`config.mk`:
```
export PLATFORM = sky130hd
export DESIGN_NAME = sp_sync_controller
export DESIGN_NICKNAME = d
export VERILOG_FILES = /design/src/rtl/sp_pkg.sv /design/src/rtl/sp_shift_window.sv /design/src/rtl/sp_sync_controller.sv
export SDC_FILE = /design/constraint.sdc
export NUM_CORES = 1
export LEC_CHECK = 0
export CAP_MARGIN = 10
export CORE_ASPECT_RATIO = 1.1
export CORE_UTILIZATION = 47
export DETAILED_ROUTE_END_ITERATION = 7
export PLACE_DENSITY = 0.83
export SLEW_MARGIN = 20
export SYNTH_ARGS = -nofsm -noshare
export SYNTH_HDL_FRONTEND = slang
export SYNTH_SLANG_ARGS = --single-unit
```
`constraint.sdc`:
```
create_clock -name clk_32f -period 1.45 [get_ports clk_32f]
set_input_delay 0.145 -clock clk_32f [delete_from_list [all_inputs] [get_ports clk_32f]]
set_output_delay 0.145 -clock clk_32f [all_outputs]
set_load 0.005 [all_outputs]
```
`src/rtl/sp_pkg.sv`:
```
// ---------------------------------------------------------------------------
// sp_pkg
// Shared definitions for the serial-to-parallel receive alignment controller.
//   SP_COMMA / SP_IDLE : default comma and idle-fill characters
//   state_t            : controller states (SEARCH, COUNT, LOCKED)
//   is_ctrl()          : true when a byte is one of the two control characters
// ---------------------------------------------------------------------------
package sp_pkg;

  localparam logic [7:0] SP_COMMA = 8'hBC;
  localparam logic [7:0] SP_IDLE  = 8'h7C;

  typedef enum logic [1:0] {
    SEARCH = 2'd0,
    COUNT  = 2'd1,
    LOCKED = 2'd2
  } state_t;

  // The control characters can be overridden per instance, so callers pass
  // their own values; the package defaults are used when they do not.
  function automatic logic is_ctrl(input logic [7:0] b,
                                   input logic [7:0] comma = SP_COMMA,
                                   input logic [7:0] idle  = SP_IDLE);
    return (b == comma) || (b == idle);
  endfunction

endpackage

```
`src/rtl/sp_shift_window.sv`:
```
// ---------------------------------------------------------------------------
// sp_shift_window
// Serial history register and byte window. Bits arrive LSB first, so each new
// bit enters at the top and older bits move toward bit 0.
// Ports:
//   clk_i  : bit clock
//   rst_ni : asynchronous active-low reset
//   data_i : serial bit sampled on this edge
//   win_o  : byte completed by the current edge, {data_i, shreg[7:1]}
// ---------------------------------------------------------------------------
module sp_shift_window (
  input  logic       clk_i,
  input  logic       rst_ni,
  input  logic       data_i,
  output logic [7:0] win_o
);

  // Only shreg[7:1] ever reaches the window; bit 0 of the byte-wide shift
  // register would be shifted out unseen, so it is not stored.
  logic [7:1] shreg_q;

  assign win_o = {data_i, shreg_q[7:1]};

  // Shift one bit per edge; the window itself becomes the new history.
  always_ff @(posedge clk_i or negedge rst_ni) begin
    if (!rst_ni) begin
      shreg_q <= 7'h00;
    end else begin
      shreg_q <= win_o[7:1];
    end
  end

endmodule

```
`src/rtl/sp_sync_controller.sv`:
```
// ---------------------------------------------------------------------------
// sp_sync_controller
// Receive-side byte alignment and lock controller. Hunts for the comma
// character in the serial stream, confirms alignment over LOCK_COUNT
// consecutive aligned commas, then frames bytes for the parallel logic.
// Ports:
//   clk_32f   : bit clock, one serial bit per rising edge
//   reset     : asynchronous active-low reset
//   data_in   : serial bit, LSB of each byte first
//   data_out  : last framed byte
//   valid_out : one-cycle strobe for a new non-control byte
//   IDLE_OUT  : high when unlocked or last framed byte was COMMA/IDLE
//   locked    : high while in LOCKED
//   bit_cnt   : bit position within the current byte
// Build option:
//   SP_LOSS_OF_SYNC_EN : drop lock after MAX_GAP boundary bytes with no comma.
//                        Without it LOCKED is left only through reset.
// ---------------------------------------------------------------------------
module sp_sync_controller
  import sp_pkg::*;
#(
  parameter logic [7:0] COMMA      = SP_COMMA,
  parameter logic [7:0] IDLE       = SP_IDLE,
  parameter int         LOCK_COUNT = 4,
  parameter int         MAX_GAP    = 16
) (
  input  logic       clk_32f,
  input  logic       reset,
  input  logic       data_in,
  output logic [7:0] data_out,
  output logic       valid_out,
  output logic       IDLE_OUT,
  output logic       locked,
  output logic [2:0] bit_cnt
);

  localparam logic [3:0] LockTarget = 4'(LOCK_COUNT);

  if (LOCK_COUNT < 1 || LOCK_COUNT > 15) begin : g_bad_lock_count
    $error("sp_sync_controller: LOCK_COUNT must be in 1..15");
  end
  if (MAX_GAP < 2 || MAX_GAP > 255) begin : g_bad_max_gap
    $error("sp_sync_controller: MAX_GAP must be in 2..255");
  end

  state_t     state_q, state_d;
  logic [3:0] commaCnt_q, commaCnt_d;
  logic [2:0] bitCnt_q, bitCnt_d;
  logic [7:0] dataOut_q, dataOut_d;
  logic       valid_q, valid_d;
  logic       idle_q, idle_d;
  logic [7:0] win;
  logic       winIsComma;
  logic       atBoundary;

`ifdef SP_LOSS_OF_SYNC_EN
  localparam logic [7:0] GapLimit = 8'(MAX_GAP);
  logic [7:0] gapCnt_q, gapCnt_d;
`endif

  sp_shift_window u_window (
    .clk_i  (clk_32f),
    .rst_ni (reset),
    .data_i (data_in),
    .win_o  (win)
  );

  assign winIsComma = (win == COMMA);
  // The edge that samples bit 7 of a byte completes it.
  assign atBoundary = (bitCnt_q == 3'd7);

  // State, counters and output registers.
  always_ff @(posedge clk_32f or negedge reset) begin
    if (!reset) begin
      state_q    <= SEARCH;
      commaCnt_q <= 4'd0;
      bitCnt_q   <= 3'd0;
      dataOut_q  <= 8'h00;
      valid_q    <= 1'b0;
      idle_q     <= 1'b1;
`ifdef SP_LOSS_OF_SYNC_EN
      gapCnt_q   <= 8'd0;
`endif
    end else begin
      state_q    <= state_d;
      commaCnt_q <= commaCnt_d;
      bitCnt_q   <= bitCnt_d;
      dataOut_q  <= dataOut_d;
      valid_q    <= valid_d;
      idle_q     <= idle_d;
`ifdef SP_LOSS_OF_SYNC_EN
      gapCnt_q   <= gapCnt_d;
`endif
    end
  end

  // Next-state logic. bit_cnt free-runs everywhere and is only re-phased by a
  // comma seen while searching; misaligned commas in COUNT/LOCKED are ignored.
  always_comb begin
    state_d    = state_q;
    commaCnt_d = commaCnt_q;
    bitCnt_d   = bitCnt_q + 3'd1;
`ifdef SP_LOSS_OF_SYNC_EN
    gapCnt_d   = 8'd0;
`endif
    case (state_q)
      SEARCH: begin
        if (winIsComma) begin
          bitCnt_d   = 3'd0;
          commaCnt_d = 4'd1;
          state_d    = (LockTarget == 4'd1) ? LOCKED : COUNT;
        end
      end
      COUNT: begin
        if (atBoundary) begin
          if (winIsComma) begin
            commaCnt_d = commaCnt_q + 4'd1;
            if (commaCnt_d == LockTarget) begin
              state_d = LOCKED;
            end
          end else begin
            commaCnt_d = 4'd0;
            state_d    = SEARCH;
          end
        end
      end
      LOCKED: begin
`ifdef SP_LOSS_OF_SYNC_EN
        gapCnt_d = gapCnt_q;
        if (atBoundary) begin
          if (winIsComma) begin
            gapCnt_d = 8'd0;
          end else if (gapCnt_q + 8'd1 == GapLimit) begin
            gapCnt_d   = 8'd0;
            commaCnt_d = 4'd0;
            state_d    = SEARCH;
          end else begin
            gapCnt_d = gapCnt_q + 8'd1;
          end
        end
`else
        state_d = LOCKED;
`endif
      end
      default: begin
        commaCnt_d = 4'd0;
        state_d    = SEARCH;
      end
    endcase
  end

  // Output register next values. Keying IDLE_OUT on state_d covers both the
  // unlocked states and the byte on which lock is lost: that byte is neither
  // framed nor strobed.
  always_comb begin
    dataOut_d = dataOut_q;
    valid_d   = 1'b0;
    idle_d    = idle_q;
    if (state_d != LOCKED) begin
      idle_d = 1'b1;
    end else if (state_q == LOCKED && atBoundary) begin
      dataOut_d = win;
      valid_d   = !is_ctrl(win, COMMA, IDLE);
      idle_d    = is_ctrl(win, COMMA, IDLE);
    end
  end

  assign data_out  = dataOut_q;
  assign valid_out = valid_q;
  assign IDLE_OUT  = idle_q;
  assign locked    = (state_q == LOCKED);
  assign bit_cnt   = bitCnt_q;

endmodule

```
==> results.json <==
{
  "dp_hpwl_um": 1540,
  "start_util": 0.513,
  "slowest_stage": "dfrtp_1",
  "r2r_start": "bit_cnt[1]",
  "place_area_um2": 1480,
  "final_nets": 128,
  "gp_congestion": 0.861,
  "use_met3": 0.0306,
  "ys_seq_area_frac": 0.554,
  "num_vias": 795,
  "track_usage": 0.179,
  "cp-end-kind": "flip-flop",
  "wl_per_cell_um": 16.8,
  "fin_ws_ns": -0.0626,
  "p_leak_nw": 0.769,
  "yosysWarnings": 0,
  "final_cell_mix": "dfrtp_1, buf_4, clkdlybuf4s50_1, mux2_4, nor2_1",
  "maxSlewViolCount": 0,
  "clock_path_buffers": 2,
  "synth_area_leaders": "dfrtp_1, mux2_1, ha_1",
  "ys.flop_type": "dfrtp_1",
  "drc": 0,
  "cts_root_buf": "clkbuf_4",
  "hold_buffers": 0,
  "hold_viol_final": 0,
  "synth_nets": 92,
  "overflow": 0,
  "ir_drop_mv": 0.726,
  "fmax_ghz": 0.661,
  "n_antenna_cell": 0,
  "cp_max_fo": 6,
  "tightest_slew_ns": 0.318,
  "antenna_found_initial": 0,
  "regArea_um2": 653,
  "drtPass1Iterations": 4,
  "finClkSkew_ns": 0.0112,
  "syn_area_per_cell_um2": 13.9,
  "crit_chain": "ha_2, ha_4, and2b_2, mux2i_1, nor3_2, a211o_1",
  "synth_edf_count": 0,
  "final_util": 0.698,
  "n_fill_cell": 161,
  "htreeDepth": 1,
  "arrival_ns": 1.74,
  "min_period_ns": 1.51,
  "syn2layout_area_growth_pct": 36.2,
  "drt-initial-drc-count": 13,
  "cts_buffers": 3,
  "finalSetupViolations": 9,
  "port_buffers": 16,
  "layout_commonest_cell": "dfrtp_1",
  "startpoint": "bit_cnt[1]",
  "path_clk_slew_ns": 0.14,
  "power_mw": 1.43,
  "worstRegToRegCells": 6,
  "final_cell_area_um2": 1600,
  "crit_path_max_incr_delay_ns": 0.41,
  "die_area_um2": 2710,
  "core.rowCount": 18,
  "path_class": "reg2reg",
  "busiest_layer": "met2",
  "cap_violations": 0,
  "synth_cell_types": 41,
  "grt_setup_unrepaired": "yes",
  "min_path_type": "in2async",
  "worstPathRequired_ns": 1.68,
  "whs_ns": 0.155,
  "avgViaCountPerCell": 5.30,
  "drt_wl_total_um": 2520,
  "fp.dieH_um": 54.5,
  "ys_seq_elements": 26,
  "grtUsageMet2": 0.311,
  "reg2reg_slack_ns": -0.06,
  "die_w_um": 49.7,
  "post-place-cells": 142,
  "drive_gt1_frac": 0.417,
  "grt_pass1_vias": 796,
  "relSlewSlack": 0.788,
  "antenna_left": 0,
  "cts.sinks": 26,
  "clkLatencyLatePin_ns": 0.32,
  "ios": 17,
  "yosysTopAreaCellShare": 0.531,
  "post-synth-top-area-cell": "dfrtp_1",
  "synth_cells": 85,
  "status": "finished, violations left",
  "violations": "negative setup slack",
  "multiInputGateArea_um2": 592,
  "power_density_nw_per_um2": 892,
  "start_kind": "flip-flop",
  "use_met1": 0.213,
  "synth_area_um2": 1180,
  "stdcell_count": 150,
  "async_reset_ff_frac": 1.00,
  "final.period_utilization": 1.04,
  "r2r-end": "commaCnt_q[3]",
  "core_area_um2": 2300,
  "grt_max_degree": 27,
  "grt_pass1_wl_um": 3490,
  "cts_tree": "yes"
}
kinds of logic after synthesis:
| family | after synthesis | share of synthesized area |
|---|---|---|
| XOR/XNOR | 1 | 0.00744 |
| adder cells (fa/ha/maj) | 4 | 0.0425 |
| AO/OA/AOI/OAI | 15 | 0.118 |
| AND/OR/NAND/NOR | 26 | 0.174 |
| multiplexers | 10 | 0.0935 |
| buffers and inverters | 3 | 0.0106 |
| flip-flops | 26 | 0.554 |
sequential cells by signal, summed over array words and instances (netlist names):
| name | flops |
|---|---|
| u_window.shreg_q | 7 |
| IDLE_OUT | 1 |
| valid_out | 1 |
| state_q | 2 |
| data_out | 8 |
| bit_cnt | 3 |
| commaCnt_q | 4 |
power breakdown:
group	switching, mW	total [mW]	internal (mW)
registers	0.0460	0.821	0.775
clock network	0.208	0.362	0.154
logic	0.0959	0.248	0.152
total	0.350	1.43	1.08
layout make-up:
class | count | area share
timing repair buffer | 32 | 0.173
sequential | 26 | 0.407
tap | 30 | 0.0234
inverter | 2 | 0.00468
multi-input combinational | 56 | 0.369
clock buffer | 4 | 0.0226
through the flow:
| stage | setup TNS [ns] | worst slack [ns] |
|---|---|---|
| after floorplan | -0.0927 | -0.0651 |
| after global placement | -0.0275 | -0.0154 |
| after detailed placement | -0.372 | -0.0670 |
| after CTS | -0.0935 | -0.0582 |
| after global routing | -0.898 | -0.139 |
| final | -0.161 | -0.0626 |
per-layer routing:
layer | up-vias | wire (um)
met3 | 4 | 75
li1 | 382 | -
met1 | 393 | 988
met2 | 16 | 1430
met4 | 0 | 19
met5 | - | 0
how the worst max path moves through the flow:
stage | end | slack [ns] | depth (start not counted)
floorplan | commaCnt_q[3] | -0.07 | 7
global placement | commaCnt_q[3] | -0.02 | 6
detailed placement | commaCnt_q[3] | -0.07 | 5
CTS | commaCnt_q[3] | -0.06 | 6
global route | commaCnt_q[3] | -0.14 | 6
finish | commaCnt_q[3] | -0.06 | 6
cells in the mapped netlist (all sizes together) (2+ instances only):
library cell,instances
inv,2
dfrtp,25
nand4bb,2
mux2,8
o21ai,2
mux2i,2
and3,2
nor3,4
ha,4
nor2b,4
nand2,2
nor2,4
a211o,2
worst max-delay path, delay by kind of cell, from the launching register on:
family	cells	cell delay, ns
DFF	1	0.41
adders and majority gates	2	0.37
and+or+nand+nor	2	0.24
AOI/OAI and AO/OA	1	0.22
muxes	1	0.17
timing repair:
action	in CTS	in global routing
pin swaps	3	2
resized for setup	4	15
setup endpoints to repair	7	6
setup buffers	1	3
Note: power is estimated with default switching activity, not from simulation.
